### src/rtl/wb_trace_buffer.sv
// rtl/wb_trace_buffer.sv - retirement writeback trace FIFO with sequence tags and shadow register file
module wb_trace_buffer #(
    parameter int DEPTH   = 16,
    parameter int DROP_X0 = 1
) (
    input  logic                     clk,
    input  logic                     reset,
    input  logic                     wb_e,
    input  logic [4:0]               wb_a,
    input  logic [31:0]              wb_d,
    input  logic                     flush,
    output logic                     out_valid,
    input  logic                     out_ready,
    output logic [4:0]               out_addr,
    output logic [31:0]              out_data,
    output logic [15:0]              out_seq,
    output logic [$clog2(DEPTH):0]   count,
    output logic [15:0]              overflow_cnt,
    input  logic [4:0]               shadow_rd_a,
    output logic [31:0]              shadow_rd_d
);

    localparam int PTR_W = $clog2(DEPTH);
    localparam int CNT_W = PTR_W + 1;

    logic [PTR_W-1:0] wr_ptr_q, wr_ptr_d;
    logic [PTR_W-1:0] rd_ptr_q, rd_ptr_d;
    logic [CNT_W-1:0] count_q, count_d;
    logic [15:0]      seq_q, seq_d;
    logic [15:0]      overflow_q, overflow_d;

    logic [4:0]       addr_mem_q [DEPTH];
    logic [4:0]       addr_mem_d [DEPTH];
    logic [31:0]      data_mem_q [DEPTH];
    logic [31:0]      data_mem_d [DEPTH];
    logic [15:0]      seq_mem_q  [DEPTH];
    logic [15:0]      seq_mem_d  [DEPTH];
    logic [31:0]      shadow_q   [32];
    logic [31:0]      shadow_d   [32];

    logic qual;
    logic pop;
    logic push;

    always_comb begin
        qual = wb_e && !((DROP_X0 != 0) && (wb_a == 5'd0));
        pop  = (count_q != '0) && out_ready;
        // A pop in the same cycle frees the slot, so a full FIFO still accepts.
        push = qual && !flush && ((count_q != CNT_W'(DEPTH)) || pop);

        wr_ptr_d   = wr_ptr_q;
        rd_ptr_d   = rd_ptr_q;
        count_d    = count_q;
        seq_d      = seq_q;
        overflow_d = overflow_q;
        addr_mem_d = addr_mem_q;
        data_mem_d = data_mem_q;
        seq_mem_d  = seq_mem_q;
        shadow_d   = shadow_q;

        if (flush) begin
            wr_ptr_d = '0;
            rd_ptr_d = '0;
            count_d  = '0;
        end else begin
            if (push) begin
                addr_mem_d[wr_ptr_q] = wb_a;
                data_mem_d[wr_ptr_q] = wb_d;
                seq_mem_d[wr_ptr_q]  = seq_q;
                wr_ptr_d             = wr_ptr_q + PTR_W'(1);
            end
            if (pop) begin
                rd_ptr_d = rd_ptr_q + PTR_W'(1);
            end
            count_d = count_q + CNT_W'(push) - CNT_W'(pop);
            if (qual && !push && (overflow_q != 16'hFFFF)) begin
                overflow_d = overflow_q + 16'd1;
            end
        end

        // Sequence and shadow state track every committed writeback, even dropped ones.
        if (qual) begin
            seq_d = seq_q + 16'd1;
            if (wb_a != 5'd0) begin
                shadow_d[wb_a] = wb_d;
            end
        end
    end

    always_ff @(posedge clk) begin
        if (!reset) begin
            wr_ptr_q   <= '0;
            rd_ptr_q   <= '0;
            count_q    <= '0;
            seq_q      <= '0;
            overflow_q <= '0;
            for (int i = 0; i < 32; i++) begin
                shadow_q[i] <= '0;
            end
        end else begin
            wr_ptr_q   <= wr_ptr_d;
            rd_ptr_q   <= rd_ptr_d;
            count_q    <= count_d;
            seq_q      <= seq_d;
            overflow_q <= overflow_d;
            shadow_q   <= shadow_d;
        end
    end

    always_ff @(posedge clk) begin
        addr_mem_q <= addr_mem_d;
        data_mem_q <= data_mem_d;
        seq_mem_q  <= seq_mem_d;
    end

    assign out_valid    = (count_q != '0);
    assign out_addr     = addr_mem_q[rd_ptr_q];
    assign out_data     = data_mem_q[rd_ptr_q];
    assign out_seq      = seq_mem_q[rd_ptr_q];
    assign count        = count_q;
    assign overflow_cnt = overflow_q;
    assign shadow_rd_d  = (shadow_rd_a == 5'd0) ? 32'd0 : shadow_q[shadow_rd_a];

endmodule

### config.mk
export PLATFORM = sky130hd
export DESIGN_NAME = wb_trace_buffer
export DESIGN_NICKNAME = d
export VERILOG_FILES = /design/src/rtl/wb_trace_buffer.sv
export SDC_FILE = /design/constraint.sdc
export NUM_CORES = 2
export LEC_CHECK = 0
export ABC_AREA = 1
export BUFFER_PORTS_ARGS = -buffer_cell sky130_fd_sc_hd__clkbuf_2
export CORE_AREA = 4 4 309 539
export CTS_CLUSTER_SIZE = 25
export DETAILED_ROUTE_END_ITERATION = 10
export DIE_AREA = 0 0 313 543
export GPL_TIMING_DRIVEN = 0
export HOLD_SLACK_MARGIN = 0.1
export PLACE_DENSITY = 0.67
export SLEW_MARGIN = 20
export SYNTH_ARGS = -nofsm -noshare
export SYNTH_HDL_FRONTEND = slang
export SYNTH_SLANG_ARGS = --single-unit
### constraint.sdc
create_clock -name clk -period 8.9 [get_ports clk]
set_clock_uncertainty 0.1 [all_clocks]
set_input_delay 1.78 -clock clk [delete_from_list [all_inputs] [get_ports clk]]
set_output_delay 1.78 -clock clk [all_outputs]
set_load 0.1 [all_outputs]
# After elaboration in Yosys (flattened, before gate mapping)
# Cells that the tools add are included.
# W data, S select, Z words.
# op_classes
add_sub_neg	6
n_mul	0
div	0
order_cmp	6
eq_ne	2
shift	0
n_mux	25
n_bitwise	6
reduce_logical	20
# ops
operator	count
$bwmux W1024	1
$bwmux W512	1
$bwmux W256	1
$mux W32	7
$bmux W32 S5	1
$demux W32 S5	1
$bmux W32 S4	1
$demux W32 S4	1
$bwmux W80	1
$bmux W16 S4	1
$demux W16 S4	1
$mux W16	3
$add A16 B1 Y16 const B	2
$bmux W5 S4	1
$demux W5 S4	1
$ne A16 B16 Y1 const B	1
$mux W5	3
$ge A6 B6 Y1 const B	2
$not A5 Y6	2
$ge A5 B5 Y1 const B	2
$logic_not A5 Y1	2
$not A4 Y5	2
$reduce_bool A5 Y1	2
$add A4 B1 Y4 const B	2
11 further kinds	23
# totals
reg_bits	1917
latchBits	0
ramBits	0
romBits	0
output_inout_bits	107
elab_cells	150
memories	0

# Longest topological paths before layout
# logic_depth
ltp_word	9
ltp_mapped	15

# Least setup slack after synthesis
# Ideal clock, no wire load.
# synth_timing
kind	input -> output
start	input shadow_rd_a[1]
end	output shadow_rd_d[14]
t_arrival_ns	4.074
setup_slack_ns	2.946
cell_stages	10
path_buffers	3
path_cell_list	buf_2 inv_1 buf_2 clkbuf_1 a21oi_1 o21ai_0 nand3_1 a21oi_1 nor2_1 nor2_1
# synth_via
elab_chain_len	5
# synth_lines
element	line_no	source
start: declaration	19	input logic [4:0] shadow_rd_a,
$not A5 Y6 (implied by the code)	122	assign shadow_rd_d = (shadow_rd_a == 5'd0) ? 32'd0 : shadow_q[shadow_rd_a];
$bmux W32 S5	122	
$mux W32 (implied by the code) (2 in series)	122	
$mux W32 (*)	122	
end: declaration	20	output logic [31:0] shadow_rd_d
# Every way passes the cells marked *; elsewhere a longest branch is shown, timed or not. The select of a mux whose other input is x is not followed.

# Worst setup path in the final report
# layout_timing
start	input shadow_rd_a[0]
end	output shadow_rd_d[17]
# The elaborated chain is that of the path after synthesis.

==> results_dict.tcl <==
set metrics [dict create \
    wirelength_um 402000 \
    cts_resized 0 \
    cellLeakagePower_nw 34.8 \
    critPathMaxFanout 10 \
    clk_pin_slew_ns 0.07 \
    drt_iter0_markers 9744 \
    fillerInstances 15100 \
    min_path_cells 2 \
    timing.setup.tns_ns 0 \
    final_nets 10200 \
    rrSetupSlack_ns 5.29 \
    grt_max_degree 24 \
    arrival_ns 5.49 \
    cts_tree "yes" \
    worst_path_largest_cell_delay_ns 0.96 \
    whs_ns 0.330 \
    powerDensity_mw_per_mm2 221 \
    cp_slowest_cell "clkbuf_1" \
    grt_overflow_total 0 \
    dpl_cell_area_mm2 0.0855 \
    clock_latency_ns 0.85 \
    post-route-cell-area_mm2 0.0916 \
    worstPathRequired_ns 7.02 \
    grt.total_usage_pct 46.2 \
    hold_path.class "reg2reg" \
    pre_cts_ws_ns 1.74 \
    max_freq_mhz 136 \
    synth_async_sr_flop_share_pct 0 \
    syn-num-nets 9792 \
    start_util_pct 49.7 \
    core_area_mm2 0.162 \
    die_h_um 543 \
    synth_cell_types 26 \
    syn_to_final_growth_pct 13.5 \
    crit_start "shadow_rd_a[0]" \
    numPortBuffers 150 \
    finalSetupViolations 0 \
    timing.final.ws_setup_ns 1.53 \
    drive_above_1_share_pct 6.92 \
    numClockSinks 1917 \
    vias_per_cell 6.17 \
    synth_ff_type "dfxtp_1" \
    crit_chain "clkbuf_2 > clkinv_1 > clkbuf_1 > clkbuf_1 > nand2_1 > nand3_1 > nand3_1 > nand2_1 > nand2_1 > nand3_1 > nand2_1 > nor2_1 > clkbuf_2" \
    cpMostUsedCell "nand2_1" \
    worst_slew_pin_slew_ns 1.37 \
    netlist_top_cells_count "nor2_1 (2670), o21ai_0 (1531), nand2_1 (1349), dfxtp_1 (1069)" \
    cts_root_buf "clkbuf_16" \
    yosys-top-cells-area "edfxtp_1 (32%), dfxtp_1 (27%), nor2_1 (12%)" \
    vias 76900 \
    drc 0 \
    cts_buffers 182 \
    ios 154 \
    timing.rr.start "count[2]$_SDFF_PP0_" \
    endpoint_kind "output pin" \
    wl_per_cell_um 32.3 \
    final-hold-violation-count 0 \
    grt_pass1_vias 73500 \
    synth_edf_count 848 \
    irDropWorstVdd_v 0.000167 \
    clockBufferDepth 4 \
    path_class "in2out" \
    finalCritPeriodShare_pct 82.9 \
    status "finished clean" \
    postCtsHoldBufs 0 \
    crit_path_start_kind "input port" \
    syn_area_per_cell_um2 8.29 \
    rows 196 \
    hold_path_startpoint "shadow_q[1007]$_SDFFE_PN0P_" \
    synth_cells 9731 \
    yosys_warnings 0 \
    hpwl_um 297000 \
    antenna_found_initial 22 \
    ant_nets 0 \
    cts_setup_buffers 0 \
    dp_cells 12100 \
    first_pass_iters 9 \
    die_area_mm2 0.170 \
    reg2reg_depth 10 \
    synthesis.area_mm2 0.0806 \
    rsz0062_at_grt "no" \
    stdcell_count 12500 \
    die_w_um 313 \
    seq_area_frac_synth_pct 58.1 \
    yosys.area.top_type "edfxtp_1" \
    htreeDepth 4 \
    slew_headroom_pct 8.56 \
    finalPower_mw 20.3 \
    synth-seq-cells 1917 \
    final_util_pct 56.4 \
    gp_congestion 1.05 \
    yosysMostFrequentCell "nor2_1" \
    post-route-min-period_ns 7.37 \
    maxCapViolations 0 \
    slew_viol_final 0 \
    yosys.area.top_type_share_pct 31.6 \
    grt_pass1_wl_um 552000 \
]
critical path, delay by kind of cell:
| kind | cells | cell delay [ns] |
|---|---|---|
| simple gates | 8 | 1.21 |
| buf+inv | 5 | 2.49 |
report_power, final:
| group | internal, mW | switching (mW) |
|---|---|---|
| Combinational | 0.471 | 2.34 |
| Sequential | 9.25 | 0.0501 |
| Clock | 4.58 | 3.57 |
state kept, by name, summed over array words and instances (netlist names):
register,cells
addr_mem_q,80
count,5
data_mem_q,512
overflow_cnt,16
rd_ptr_q,4
seq_mem_q,256
seq_q,16
shadow_q,1024
wr_ptr_q,4
path summary, 6_finish.rpt:
path | endpoint
setup / recovery | shadow_rd_d[17]
setup reg to reg | seq_mem_q[232]$_DFFE_PP_
hold / removal | shadow_q[1007]$_SDFFE_PN0P_
hold reg to reg | shadow_q[1007]$_SDFFE_PN0P_
logic make-up (layout without fill, tap and decap cells):
logic type	after synthesis	after routing	synth area share [%]
buf+inv	978	1505	4.79
fa+ha+maj	14	14	0.227
compound gates	1925	1925	12.6
simple gates	4882	4882	24.1
flops	1917	1917	58.1
other cells	0	21	0
xor+xnor	15	15	0.163
routing by layer:
layer	vias to the layer above	global-route usage, %	part of all wire (%)
met3	2212	9.75	8.3
met4	10	53.5	14
li1	33200	-	-
met2	5273	78.3	48
met1	36100	43.2	29
met5	-	0	0.017
area by class of cell:
type                    instances  area (um^2)  share of cell area, %
flip-flops and latches       1917        46900                   51.2
multi-input cells            6836        30100                   32.8
clock buffers                 248         5160                   5.64
plain buffers                 800         3260                   3.56
well taps                    2178         2730                   2.98
repair buffers                203         1930                   2.11
clock inverters                76          845                  0.922
inverters                     178          668                  0.730
diodes                         21         52.6                 0.0574
cells in the final DEF (no fill, tap or decap), types with 3 or more instances in the layout:
cell	netlist	layout
a21oi_1	178	178
buf_1	104	98
buf_12	0	26
buf_16	0	21
buf_2	151	157
buf_6	0	3
buf_8	0	3
bufinv_16	0	18
clkbuf_1	545	536
clkbuf_16	0	188
clkbuf_2	0	196
clkbuf_8	0	23
clkinv_1	1	15
clkinv_2	0	29
clkinvlp_4	0	5
dfxtp_1	1069	1069
diode_2	0	21
edfxtp_1	848	848
ha_1	13	13
inv_1	174	177
inv_2	3	3
inv_6	0	4
nand2_1	1349	1349
nand3_1	848	848
nand4_1	7	7
nor2_1	2670	2642
nor2_2	1	13
nor2_4	0	16
nor3_1	5	5
o211ai_1	212	212
o21ai_0	1531	1531
xnor2_1	7	7
xor2_1	8	8
(Power assumes the default switching activity.)
